===== src/rtl/branch_resolve_predict_if.sv =====
// Branch unit bundle: IF-side prediction lookup, EX-side resolve request,
// registered resolve result and performance counters.
interface branch_resolve_predict_if #(
    parameter int unsigned XLEN  = 32,
    parameter int unsigned CNT_W = 32
);
    logic [XLEN-1:0]  pred_pc;
    logic             pred_taken;
    logic             res_valid;
    logic             res_flush;
    logic [XLEN-1:0]  res_pc;
    logic [2:0]       res_funct3;
    logic [XLEN-1:0]  res_rs1;
    logic [XLEN-1:0]  res_rs2;
    logic [XLEN-1:0]  res_target;
    logic             res_pred_taken;
    logic             out_valid;
    logic             out_taken;
    logic             out_mispredict;
    logic [XLEN-1:0]  out_redirect_pc;
    logic             out_illegal;
    logic [CNT_W-1:0] cnt_branches;
    logic [CNT_W-1:0] cnt_mispredicts;

    modport master (
        output pred_pc, res_valid, res_flush, res_pc, res_funct3, res_rs1, res_rs2,
               res_target, res_pred_taken,
        input  pred_taken, out_valid, out_taken, out_mispredict, out_redirect_pc,
               out_illegal, cnt_branches, cnt_mispredicts
    );

    modport slave (
        input  pred_pc, res_valid, res_flush, res_pc, res_funct3, res_rs1, res_rs2,
               res_target, res_pred_taken,
        output pred_taken, out_valid, out_taken, out_mispredict, out_redirect_pc,
               out_illegal, cnt_branches, cnt_mispredicts
    );
endinterface


===== src/rtl/branch_resolve_predict.sv =====
// Bimodal 2-bit BHT predictor plus EX-stage branch resolver with registered
// redirect and saturating branch / mispredict counters.
module branch_resolve_predict #(
    parameter int unsigned XLEN        = 32,
    parameter int unsigned BHT_ENTRIES = 64,
    parameter int unsigned IDX_LSB     = 2,
    parameter int unsigned CNT_W       = 32
) (
    input logic                    clk,
    input logic                    rst_n,
    branch_resolve_predict_if.slave bus
);
    localparam int unsigned IdxW = $clog2(BHT_ENTRIES);

    logic [1:0]       bht_q [BHT_ENTRIES];
    logic             out_valid_q, out_taken_q, out_mispredict_q, out_illegal_q;
    logic [XLEN-1:0]  out_redirect_pc_q;
    logic [CNT_W-1:0] cnt_branches_q, cnt_mispredicts_q;

    logic [IdxW-1:0]  pred_idx, res_idx;
    logic             acc, illegal, legal_acc, cond, taken, mispredict;
    logic [1:0]       ctr, ctr_next;
    logic [XLEN-1:0]  redirect_pc;

    assign pred_idx = bus.pred_pc[IDX_LSB +: IdxW];
    assign res_idx  = bus.res_pc[IDX_LSB +: IdxW];

    // No bypass: a same-cycle training write is not visible to the lookup.
    assign bus.pred_taken = bht_q[pred_idx][1];

    always_comb begin
        cond = 1'b0;
        case (bus.res_funct3)
            3'b000:  cond = (bus.res_rs1 == bus.res_rs2);
            3'b001:  cond = (bus.res_rs1 != bus.res_rs2);
            3'b100:  cond = ($signed(bus.res_rs1) < $signed(bus.res_rs2));
            3'b101:  cond = ($signed(bus.res_rs1) >= $signed(bus.res_rs2));
            3'b110:  cond = (bus.res_rs1 < bus.res_rs2);
            3'b111:  cond = (bus.res_rs1 >= bus.res_rs2);
            default: cond = 1'b0;
        endcase
    end

    assign acc         = bus.res_valid & ~bus.res_flush;
    assign illegal     = (bus.res_funct3[2:1] == 2'b01);
    assign legal_acc   = acc & ~illegal;
    assign taken       = legal_acc & cond;
    assign mispredict  = legal_acc & (taken != bus.res_pred_taken);
    assign redirect_pc = taken ? bus.res_target : bus.res_pc + XLEN'(4);

    assign ctr = bht_q[res_idx];

    always_comb begin
        ctr_next = ctr;
        if (taken) begin
            if (ctr != 2'b11) ctr_next = ctr + 2'd1;
        end else begin
            if (ctr != 2'b00) ctr_next = ctr - 2'd1;
        end
    end

    always_ff @(posedge clk) begin
        if (!rst_n) begin
            for (int i = 0; i < int'(BHT_ENTRIES); i++) begin
                bht_q[i] <= 2'b01;
            end
        end else if (legal_acc) begin
            bht_q[res_idx] <= ctr_next;
        end
    end

    always_ff @(posedge clk) begin
        if (!rst_n) begin
            out_valid_q       <= 1'b0;
            out_taken_q       <= 1'b0;
            out_mispredict_q  <= 1'b0;
            out_illegal_q     <= 1'b0;
            out_redirect_pc_q <= '0;
            cnt_branches_q    <= '0;
            cnt_mispredicts_q <= '0;
        end else begin
            out_valid_q      <= acc;
            out_taken_q      <= taken;
            out_mispredict_q <= mispredict;
            out_illegal_q    <= acc & illegal;
            if (acc) out_redirect_pc_q <= redirect_pc;
            if (legal_acc && cnt_branches_q != '1) cnt_branches_q <= cnt_branches_q + 1'b1;
            if (mispredict && cnt_mispredicts_q != '1) begin
                cnt_mispredicts_q <= cnt_mispredicts_q + 1'b1;
            end
        end
    end

    assign bus.out_valid       = out_valid_q;
    assign bus.out_taken       = out_taken_q;
    assign bus.out_mispredict  = out_mispredict_q;
    assign bus.out_illegal     = out_illegal_q;
    assign bus.out_redirect_pc = out_redirect_pc_q;
    assign bus.cnt_branches    = cnt_branches_q;
    assign bus.cnt_mispredicts = cnt_mispredicts_q;
endmodule


===== src/flat_wrapper.sv =====
// flat-port wrapper written by rule: the top's interface ports become plain ports
module branch_resolve_predict_flat 
#(
    parameter int unsigned XLEN        = 32,
    parameter int unsigned BHT_ENTRIES = 64,
    parameter int unsigned IDX_LSB     = 2,
    parameter int unsigned CNT_W       = 32
)
  (clk, rst_n, bus_pred_pc, bus_res_valid, bus_res_flush, bus_res_pc, bus_res_funct3, bus_res_rs1, bus_res_rs2, bus_res_target, bus_res_pred_taken, bus_pred_taken, bus_out_valid, bus_out_taken, bus_out_mispredict, bus_out_redirect_pc, bus_out_illegal, bus_cnt_branches, bus_cnt_mispredicts);
  branch_resolve_predict_if #(.XLEN(XLEN), .CNT_W(CNT_W)) bus_i ();
  input logic clk;
  input logic rst_n;
  input wire logic [$bits(bus_i.pred_pc)-1:0] bus_pred_pc;
  input wire logic [$bits(bus_i.res_valid)-1:0] bus_res_valid;
  input wire logic [$bits(bus_i.res_flush)-1:0] bus_res_flush;
  input wire logic [$bits(bus_i.res_pc)-1:0] bus_res_pc;
  input wire logic [$bits(bus_i.res_funct3)-1:0] bus_res_funct3;
  input wire logic [$bits(bus_i.res_rs1)-1:0] bus_res_rs1;
  input wire logic [$bits(bus_i.res_rs2)-1:0] bus_res_rs2;
  input wire logic [$bits(bus_i.res_target)-1:0] bus_res_target;
  input wire logic [$bits(bus_i.res_pred_taken)-1:0] bus_res_pred_taken;
  output wire logic [$bits(bus_i.pred_taken)-1:0] bus_pred_taken;
  output wire logic [$bits(bus_i.out_valid)-1:0] bus_out_valid;
  output wire logic [$bits(bus_i.out_taken)-1:0] bus_out_taken;
  output wire logic [$bits(bus_i.out_mispredict)-1:0] bus_out_mispredict;
  output wire logic [$bits(bus_i.out_redirect_pc)-1:0] bus_out_redirect_pc;
  output wire logic [$bits(bus_i.out_illegal)-1:0] bus_out_illegal;
  output wire logic [$bits(bus_i.cnt_branches)-1:0] bus_cnt_branches;
  output wire logic [$bits(bus_i.cnt_mispredicts)-1:0] bus_cnt_mispredicts;
  assign bus_i.pred_pc = bus_pred_pc;
  assign bus_i.res_valid = bus_res_valid;
  assign bus_i.res_flush = bus_res_flush;
  assign bus_i.res_pc = bus_res_pc;
  assign bus_i.res_funct3 = bus_res_funct3;
  assign bus_i.res_rs1 = bus_res_rs1;
  assign bus_i.res_rs2 = bus_res_rs2;
  assign bus_i.res_target = bus_res_target;
  assign bus_i.res_pred_taken = bus_res_pred_taken;
  assign bus_pred_taken = bus_i.pred_taken;
  assign bus_out_valid = bus_i.out_valid;
  assign bus_out_taken = bus_i.out_taken;
  assign bus_out_mispredict = bus_i.out_mispredict;
  assign bus_out_redirect_pc = bus_i.out_redirect_pc;
  assign bus_out_illegal = bus_i.out_illegal;
  assign bus_cnt_branches = bus_i.cnt_branches;
  assign bus_cnt_mispredicts = bus_i.cnt_mispredicts;
  branch_resolve_predict #(.XLEN(XLEN), .BHT_ENTRIES(BHT_ENTRIES), .IDX_LSB(IDX_LSB), .CNT_W(CNT_W)) u_core (.clk(clk), .rst_n(rst_n), .bus(bus_i));
endmodule

===== config.mk =====
export PLATFORM = sky130hd
export DESIGN_NAME = branch_resolve_predict_flat
export DESIGN_NICKNAME = d
export VERILOG_FILES = /design/src/rtl/branch_resolve_predict_if.sv /design/src/rtl/branch_resolve_predict.sv /design/src/flat_wrapper.sv
export SDC_FILE = /design/constraint.sdc
export NUM_CORES = 1
export LEC_CHECK = 0
export CAP_MARGIN = 20
export CORE_MARGIN = 10
export CORE_UTILIZATION = 40
export DETAILED_ROUTE_END_ITERATION = 8
export PLACE_DENSITY_LB_ADDON = 0.2
export SYNTH_ARGS = -nofsm -noshare
export SYNTH_HDL_FRONTEND = slang
export SYNTH_SLANG_ARGS = --single-unit

===== constraint.sdc =====
create_clock -name clk -period 6.7 [get_ports clk]
set_input_delay 1.34 -clock clk [delete_from_list [all_inputs] [get_ports clk]]
set_output_delay 1.34 -clock clk [all_outputs]
set_load 0.02 [all_outputs]

Word level (Yosys, flattened, before mapping)
Memories as Yosys holds them, arrays and structs flattened.
Cells that the tools add are included.
{"block": "classes", "add_sub_neg": 5, "n_mul": 0, "n_div": 0, "magnitude_cmp": 4, "eq_ne": 12, "shift": 0, "mux": 12, "n_bitwise": 7, "reduce_logical": 5}
{"cell": "adder 32 x 1 -> 32 bit, second input constant", "count": 2}
{"cell": ">= comparator 32 bit", "count": 2}
{"cell": "< comparator 32 bit", "count": 2}
{"cell": "inequality test 32 bit, second input constant", "count": 2}
{"cell": "adder 32 x 3 -> 32 bit, second input constant", "count": 1}
{"cell": "== test 32 bit", "count": 1}
{"cell": "2-to-1 mux 32 bit", "count": 1}
{"cell": "inequality test 32 bit", "count": 1}
{"cell": "== test 3 bit, second input constant", "count": 4}
{"cell": "2-to-1 mux 2 bit", "count": 4}
{"cell": "2-to-1 mux 6 bit", "count": 1}
{"cell": "case mux 1 bit (6 select lines)", "count": 1}
{"cell": "AND 1 bit", "count": 5}
{"cell": "2-to-1 mux 1 bit", "count": 5}
{"cell": "== test 3 x 1 -> 1 bit, second input constant", "count": 1}
{"cell": "zero test 3 bit", "count": 1}
{"cell": "adder 2 x 1 -> 2 bit, second input constant", "count": 1}
{"cell": "== test 2 x 1 -> 1 bit, second input constant", "count": 1}
{"cell": "logical AND 1 bit", "count": 2}
{"cell": "inequality test 2 bit, second input constant", "count": 1}
{"cell": "inverter 1 bit", "count": 2}
{"cell": "nonzero test 2 bit", "count": 1}
{"cell": "OR reduction 2 bit", "count": 1}
{"cell": "subtractor 2 x 1 -> 2 bit, second input constant", "count": 1}
{"cell": "inequality test 1 bit", "count": 1}
{"block": "totals", "register_bits": 100, "latch_bits": 0, "mem_bits_rw": 128, "rom_bits": 0, "inputBits": 168, "n_memories": 1}
{"name": "u_core.bht_q", "depth": 64, "word_bits": 2, "read_ports": 2, "rd_clocked_by_memory_dff": 0, "write_ports": 64, "line": "branch_resolve_predict.sv:15", "rtl": "logic [1:0] bht_q [BHT_ENTRIES];"}

Logic depth before layout (Yosys ltp)
Gate-level depths: netlist of the first run.
{"block": "depth", "depth_word": 8, "depth_mapped": 13}

Worst setup path after synthesis of the first run
No wires, ideal clock.
{"block": "synth_timing", "kind": "input to output", "startpoint": "input port bus_pred_pc[2]", "endpoint": "output port bus_pred_taken", "t_arrival_ns": 3.821, "t_required_ns": 5.360, "setup_slack_ns": 1.539, "path_stages": 5, "path_buffers": 2, "path_cell_list": "clkbuf_1 > buf_1 > mux4_2 > mux4_2 > mux4_2"}
{"block": "synth_via", "elab_chain_len": 1}
{"item": "start: declaration", "line": "flat_wrapper.sv:13", "rtl": "input wire logic [$bits(bus_i.pred_pc)-1:0] bus_pred_pc;"}
{"item": "memory (64 x 2 bit)"}
{"item": "end: declaration", "line": "flat_wrapper.sv:22", "rtl": "output wire logic [$bits(bus_i.pred_taken)-1:0] bus_pred_taken;"}
Every way passes these cells.

Final worst setup path of the first run
{"block": "layout_timing", "startpoint": "input port bus_pred_pc[3]", "endpoint": "output port bus_pred_taken"}
The elaborated chain is that of the path after synthesis.

==> results of run 1 <==
## cells in the final DEF, fill, tap and decap left out, drive strengths merged, types with 5 or more instances in the layout
cell type / instances
clkdlybuf4s50: 238
nand2: 220
nand3: 141
edfxtp: 128
nor2: 124
dfxtp: 100
a21oi: 59
inv: 54
mux2i: 44
clkbuf: 38
ha: 35
mux4: 31
buf: 31
xnor2: 29
o21ai: 28
xor2: 27
nor4: 25
nand2b: 23
a32oi: 23
nand4: 23
nor3: 21
a221oi: 18
mux2: 17
and4: 16
and3: 15
and2: 12
a22oi: 12
o41ai: 9
nor2b: 8
clkinv: 8
or3: 6
or4: 6
o2111ai: 6
o22ai: 5
## final cells by class
type	instances	area, sq um	area share [%]
Multi-Input combinational cell	1036	6874	40.43
Sequential cell	228	5846	34.38
Timing Repair Buffer	269	2645	15.56
Clock buffer	38	789.5	4.643
Tap cell	442	553.0	3.252
Inverter	54	202.7	1.192
Clock inverter	10	93.84	0.5519
## stage by stage
| step | hold WS [ns] | worst slack (ns) | total power, uW |
|---|---|---|---|
| finish | 0.4745 | 0.9166 | 3509 |
| global route | 0.5163 | 0.8457 | 3638 |
| CTS | 0.4789 | 0.9378 | 3531 |
| detailed placement | 0.4643 | 0.9338 | 2080 |
| global placement | 0.4577 | 0.9804 | 2072 |
| floorplan | 0.5456 | 1.539 | 1858 |
## synth_stat cells, types with 4 or more instances
cell type  instances
edfxtp_1         128
nor3_1            20
a32oi_1           23
o22ai_1            5
nor2b_1            8
xnor2_1           29
a21oi_1           58
ha_1              35
nor2_1           123
nand2b_1          23
mux2_2            17
and2_1            11
or4_1              6
a221oi_1          17
dfxtp_1          100
nand4_1           22
xor2_1            27
nand3_1          141
mux2i_1           44
nand2_1          220
nor4_1            22
and4_1            16
buf_2             17
o21ai_0           28
buf_4              8
a22oi_1           11
a22o_1             4
inv_1             52
buf_1             10
buf_6              6
and3_1            15
o2111ai_1          6
or3_1              6
mux4_2            31
clkbuf_1          63
o41ai_1            8
## layer usage
| metal | vias up | global-route usage, % | part of all wire [%] |
|---|---|---|---|
| li1 | 5609 | - | - |
| met4 | 0 | 3.864 | 1.3 |
| met3 | 44 | 6.066 | 9.5 |
| met5 | - | 0 | 0 |
| met2 | 508 | 35.35 | 48 |
| met1 | 5761 | 26.54 | 41 |
## flip-flops by register name, indices dropped and copies added, names as in the netlist
register,flops
u_core.bht_q,128
u_core.bus.cnt_branches,32
u_core.bus.cnt_mispredicts,32
u_core.bus.out_illegal,1
u_core.bus.out_mispredict,1
u_core.bus.out_redirect_pc,32
u_core.bus.out_taken,1
u_core.bus.out_valid,1
## logic make-up after synthesis
family | Yosys count | share of synthesized area, %
compound gates | 196 | 10.31
simple gates | 655 | 23.69
xor+xnor | 56 | 3.672
fa+ha+maj | 37 | 3.438
flops | 228 | 43.77
buf+inv | 158 | 5.162
mux | 92 | 9.958
## power breakdown
part           internal (uW)  switching (uW)
registers               1510            22.3
clock network            860             594
logic                    219             301
total                   2590             918
## worst max-delay path by stage
stage | from | to | cells past startpoint
6_report | bus_pred_pc[3] | bus_pred_taken | 5
2_1_floorplan | bus_pred_pc[2] | bus_pred_taken | 5
4_1_cts | bus_pred_pc[3] | bus_pred_taken | 5
3_3_place_gp | bus_pred_pc[3] | bus_pred_taken | 5
5_1_grt | bus_pred_pc[3] | bus_pred_taken | 5
3_5_place_dp | bus_pred_pc[3] | bus_pred_taken | 5
## critical path: cells and delay by family
kind                   cells  cell delay (ns)
buffers and inverters      2             1.65
multiplexers               3             1.45
==> key figures, run 1 <==
Timing
  • FMAX: 0.1729 GHz
  • Slew Limit Fails: 0
  • Crit share post-route: 86.32%
  • Final setup viols: 0
  • RSZ-0062 raised after global routing: no
  • Min Tclk post-route: 5.783 ns
  • Pin slew with the least headroom to its limit: 1.130 ns
  • Final Hold Vio Count: 0
  • Slew HR: 24.04%
  • Final clock skew: 0.04031 ns
  • Setup TNS: 0 ns

Finish
  • Nets@finish: 1818
  • Fillers: 3037
  • Layout cells sized above 1: 9.235%
  • Non-Filler Instances: 2077
  • Final core utilization: 52.00%
  • Final instance area: 17000 sq um
  • Layout area overhead: 27.31%
  • Ant. Diodes: 0

Place
  • Placed Instances: 2029
  • DP HPWL: 32.38 mm
  • Cell Area, Placed: 16120 sq um
  • GP Congestion: 0.8588
  • Input/output buffers: 242

Floorplanning
  • Die Y: 202.7 um
  • Row cnt: 66
  • I/O Pins: 269
  • DIE AREA: 41100 sq um
  • CORE AREA: 32700 sq um
  • Starting Density: 40.84%
  • Die width: 202.7 um

Clock tree
  • Hold_buf cts: 0
  • Post-CTS Setup Bufs: 0
  • CTS Buffer Depth: 3
  • Reg clk slew, reported paths: 0.06 ns
  • # resized after CTS: 0
  • Clk sink count: 228
  • Clock Latency Late Sink: 0.55 ns
  • Htree depth: 1
  • CTS Buf Count: 26
  • Root Buffer: clkbuf_16
  • CTS tree: yes

Worst setup path
  • Critical path class: in -> out
  • WP data required: 5.36 ns
  • CP startpoint kind: input pin
  • Reg2Reg Depth: 8
  • FF-to-FF setup slack: 3.51 ns
  • Slowest CP cell: clkdlybuf4s50_1
  • CP max FO: 16
  • Worst reg2reg path endpoint: u_core.bht_q[0][1]
  • Worst path most repeated cell: mux4_2
  • Reg2reg start: u_core.bht_q[47][0]
  • Worst Path Arrival: 4.44 ns
  • Crit end category: output port
  • CP max stage delay: 1.09 ns
  • Worst path cell trace: clkdlybuf4s50_1 -> mux4_2 -> mux4_2 -> mux4_2 -> clkdlybuf4s50_1

Synth
  • Synth warn: 0
  • Post-synth EDFFs: 128
  • Area of the mapped netlist: 13360 sq um
  • Mapped Cells: 1422
  • Synth area leaders: edfxtp_1 (29%), dfxtp_1 (15%), nand2_1 (6.2%), nand3_1 (5.3%), mux4_2 (5.2%)
  • Sequential share of the synthesized area: 43.77%
  • Mapped Nets: 1625
  • Post-synth ARST share: 0%
  • Cell taking the most area after synthesis: edfxtp_1
  • Share of the synthesized area in the top cell type: 28.78%
  • Syn Area/Cell: 9.393 sq um
  • Synth Flop Type: edfxtp_1
  • Synth Register Bits: 228
  • Netlist cell types: 76

Run
  • MaxCap Viol Count: 0

Detailed routing
  • Via density: 5.740
  • WL/cell: 21.48 um
  • Residual DRC: 0
  • Initial DRC count: 949
  • Routed WL: 44.61 mm
  • Drt pass-1 iters: 6
  • Post-route ant nets: 0
  • Vias: 11.92k

Power
  • Pleak: 0.005866 uW
  • P per Cell Area: 206.4 nW/um^2
  • Max VDD drop: 0.1857 mV

GRT
  • Global-route wire length before repair: 69.45 mm
  • GRT Resource Usage Total: 21.05%
  • Initial antenna violation count: 0
  • Largest net degree at the start of global routing: 72
  • Vias in the first global route: 11.83k
  • GR Overflow Total: 0

Status
  • Outcome: complete, no violations

Min path
  • Hold Path Depth: 2
  • Hold WC Path Type: reg -> reg
  • Worst hold endpoint: u_core.bus.out_redirect_pc[29]
  • Hold path start: u_core.bus.out_redirect_pc[29]
(Power assumes the default switching activity.)
==> run 2, diff against run 1 <==
ABC_AREA = 1   (was not set)
==> run 2 against run 1 <==
Global-route usage is 0.30 points lower. Critical path depth is 4 higher. Sequential power hardly changed. Area after synthesis is 4.6% higher. Clock power is 3% higher. First-iteration DRC count is 13% higher. Clock skew is 0.015 ns lower. Wire length is 4.4% higher. Via count is 13% higher. Register-to-register slack better by 0.33 ns. Critical path type unchanged.
==> key figures, run 2 <==
Status
  • Outcome: complete, no violations

Worst setup path
  • Worst path cell trace: clkdlybuf4s50_1 -> inv_1 -> o21ai_0 -> o22ai_1 -> nor2_1 -> o32ai_1 -> nor2_1 -> o31ai_1 -> clkdlybuf4s50_1
  • WP data required: 5.36 ns
  • Slowest CP cell: clkdlybuf4s50_1
  • CP startpoint kind: input pin
  • Critical path depth: 9
  • Crit end category: output port
  • CP max FO: 11
  • WP buf/inv: 3
  • Critical path class: in -> out
  • Worst Path Arrival: 4.24 ns
  • Reg2Reg Depth: 11
  • CP max stage delay: 0.68 ns
  • Top delay family on crit path: buffers and inverters

Clock tree
  • Clk sink count: 228
  • # resized after CTS: 0
  • Htree depth: 1
  • Reg clk slew, reported paths: 0.06 ns
  • CTS Buf Count: 26
  • Clock Latency Late Sink: 0.56 ns
  • Root Buffer: clkbuf_16
  • Post-CTS Setup Bufs: 0
  • CTS tree: yes
  • CTS Buffer Depth: 3
  • Hold_buf cts: 0

Detailed routing
  • WL/cell: 17.86 um
  • Residual DRC: 0
  • Via density: 5.182
  • Initial DRC count: 1071
  • Post-route ant nets: 0
  • Routed WL: 46.55 mm
  • Vias: 13.51k
  • Drt pass-1 iters: 5

Timing
  • Slew Limit Fails: 0
  • Slew HR: 29.45%
  • Crit share post-route: 83.27%
  • Final hold slack: 0.4653 ns
  • Final Hold Vio Count: 0
  • RSZ-0062 raised after global routing: no
  • FMAX: 0.1792 GHz
  • Final setup viols: 0
  • Final clock skew: 0.02552 ns
  • Setup TNS: 0 ns
  • Pin slew with the least headroom to its limit: 1.057 ns
  • Min Tclk post-route: 5.579 ns

Synth
  • Sequential share of the synthesized area: 41.82%
  • Area of the mapped netlist: 13980 sq um
  • Syn Area/Cell: 7.250 sq um
  • Netlist cell types: 51
  • Synth warn: 0
  • Post-synth ARST share: 0%
  • Mapped Nets: 2131
  • Mapped Cells: 1928
  • Share of the synthesized area in the top cell type: 27.50%
  • Synth Flop Type: edfxtp_1
  • Synth area leaders: edfxtp_1 (27%), dfxtp_1 (14%), nand2_1 (14%), nor2_1 (7.3%), inv_1 (7.3%)
  • Count leader, synth: nand2_1
  • Synth Register Bits: 228
  • Cell taking the most area after synthesis: edfxtp_1
  • Post-synth EDFFs: 128
  • Most frequent cells after synthesis: nand2_1 (513), nor2_1 (273), inv_1 (271)

Floorplanning
  • I/O Pins: 269
  • DIE AREA: 42820 sq um
  • Row cnt: 68
  • Starting Density: 40.46%
  • Die Y: 206.9 um
  • CORE AREA: 34540 sq um
  • Die width: 206.9 um

GRT
  • GRT Resource Usage Total: 20.76%
  • Largest net degree at the start of global routing: 74
  • Vias in the first global route: 13.03k
  • Initial antenna violation count: 1
  • Global-route wire length before repair: 70.84 mm
  • GR Overflow Total: 0

Finish
  • Max FFs per register: 128
  • Fillers: 3372
  • Top reg by flops: u_core.bht_q
  • Final core utilization: 50.65%
  • Commonest non-fill, non-tap cell in the layout: nand2_1
  • Most frequent cells in the layout: nand2_1 (513), nor2_1 (273), inv_1 (271), clkdlybuf4s50_1 (241), edfxtp_1 (128)
  • Seq. cell area: 5846 sq um
  • Area of the multi-input gates: 6640 sq um
  • Layout cells sized above 1: 4.186%
  • Non-Filler Instances: 2606
  • Layout area overhead: 25.17%
  • Nets@finish: 2333

Min path
  • Hold WC Path Type: reg -> reg
  • Hold Path Depth: 2

Power
  • P per Cell Area: 200.3 nW/um^2
  • Max VDD drop: 0.1312 mV
  • Pleak: 0.006610 uW

Run
  • MaxCap Viol Count: 0

Place
  • Input/output buffers: 242
  • GP Congestion: 0.9146
  • Placed Instances: 2557
  • DP HPWL: 33.30 mm
-- run 2: where the power goes --
part           internal [uW]  switching [uW]  leakage, uW
combinational            183             294      0.00421
clock                    909             594     0.000442
sequential              1510            18.7      0.00196
total                   2600             907      0.00661
-- run 2: per-layer routing --
metal / global-route usage (%) / share of wire (%) / wire length (um)
met3: 3.933 / 7.8 / 3629
met2: 35.49 / 48 / 22240
met5: 0 / 0 / 0
met4: 6.805 / 2.7 / 1268
met1: 25.82 / 42 / 19420
-- run 2: area by class of cell --
class | count | area share (%)
clock buffers | 32 | 4.084
repair buffers | 251 | 14.20
clock inverters | 16 | 1.037
multi-input cells | 1342 | 37.95
diodes | 1 | 0.01430
well taps | 455 | 3.254
inverters | 281 | 6.043
flip-flops and latches | 228 | 33.41
-- run 2: cell families (layout without fill, tap and decap cells) --
group,Yosys count,after routing,share of synthesized area [%]
AOI/OAI and AO/OA,256,256,10.42
xor gates and xnor gates,62,62,3.885
adders and majority gates,35,35,3.133
buffers and inverters,358,580,10.67
DFF,228,228,41.82
other,0,1,0
and+or+nand+nor,989,989,30.07
-- run 2: tightest hold or removal path: stages, from the launching register on --
cell and delay, ns:
dfxtp_1 0.31, nand2_1 0.06, a21oi_1 0.06
-- run 2: worst paths after layout --
kind	startpoint	slack [ns]	endpoint
setup reg to reg	u_core.bus.cnt_mispredicts[0]	3.84	u_core.bus.cnt_mispredicts[12]
hold reg to reg	u_core.bus.out_redirect_pc[28]	0.47	u_core.bus.out_redirect_pc[28]
hold / removal	u_core.bus.out_redirect_pc[28]	0.47	u_core.bus.out_redirect_pc[28]
setup / recovery	bus_pred_pc[3]	1.12	bus_pred_taken
-- run 2: stage by stage --
step	total power (uW)	setup slack [ns]	instance area [sq um]
final	3505	1.121	17500
after global routing	3635	1.043	17490
after floorplan	1833	2.412	13980
after global placement	2023	1.179	16600
after detailed placement	2030	1.159	16600
after CTS	3529	1.145	17490
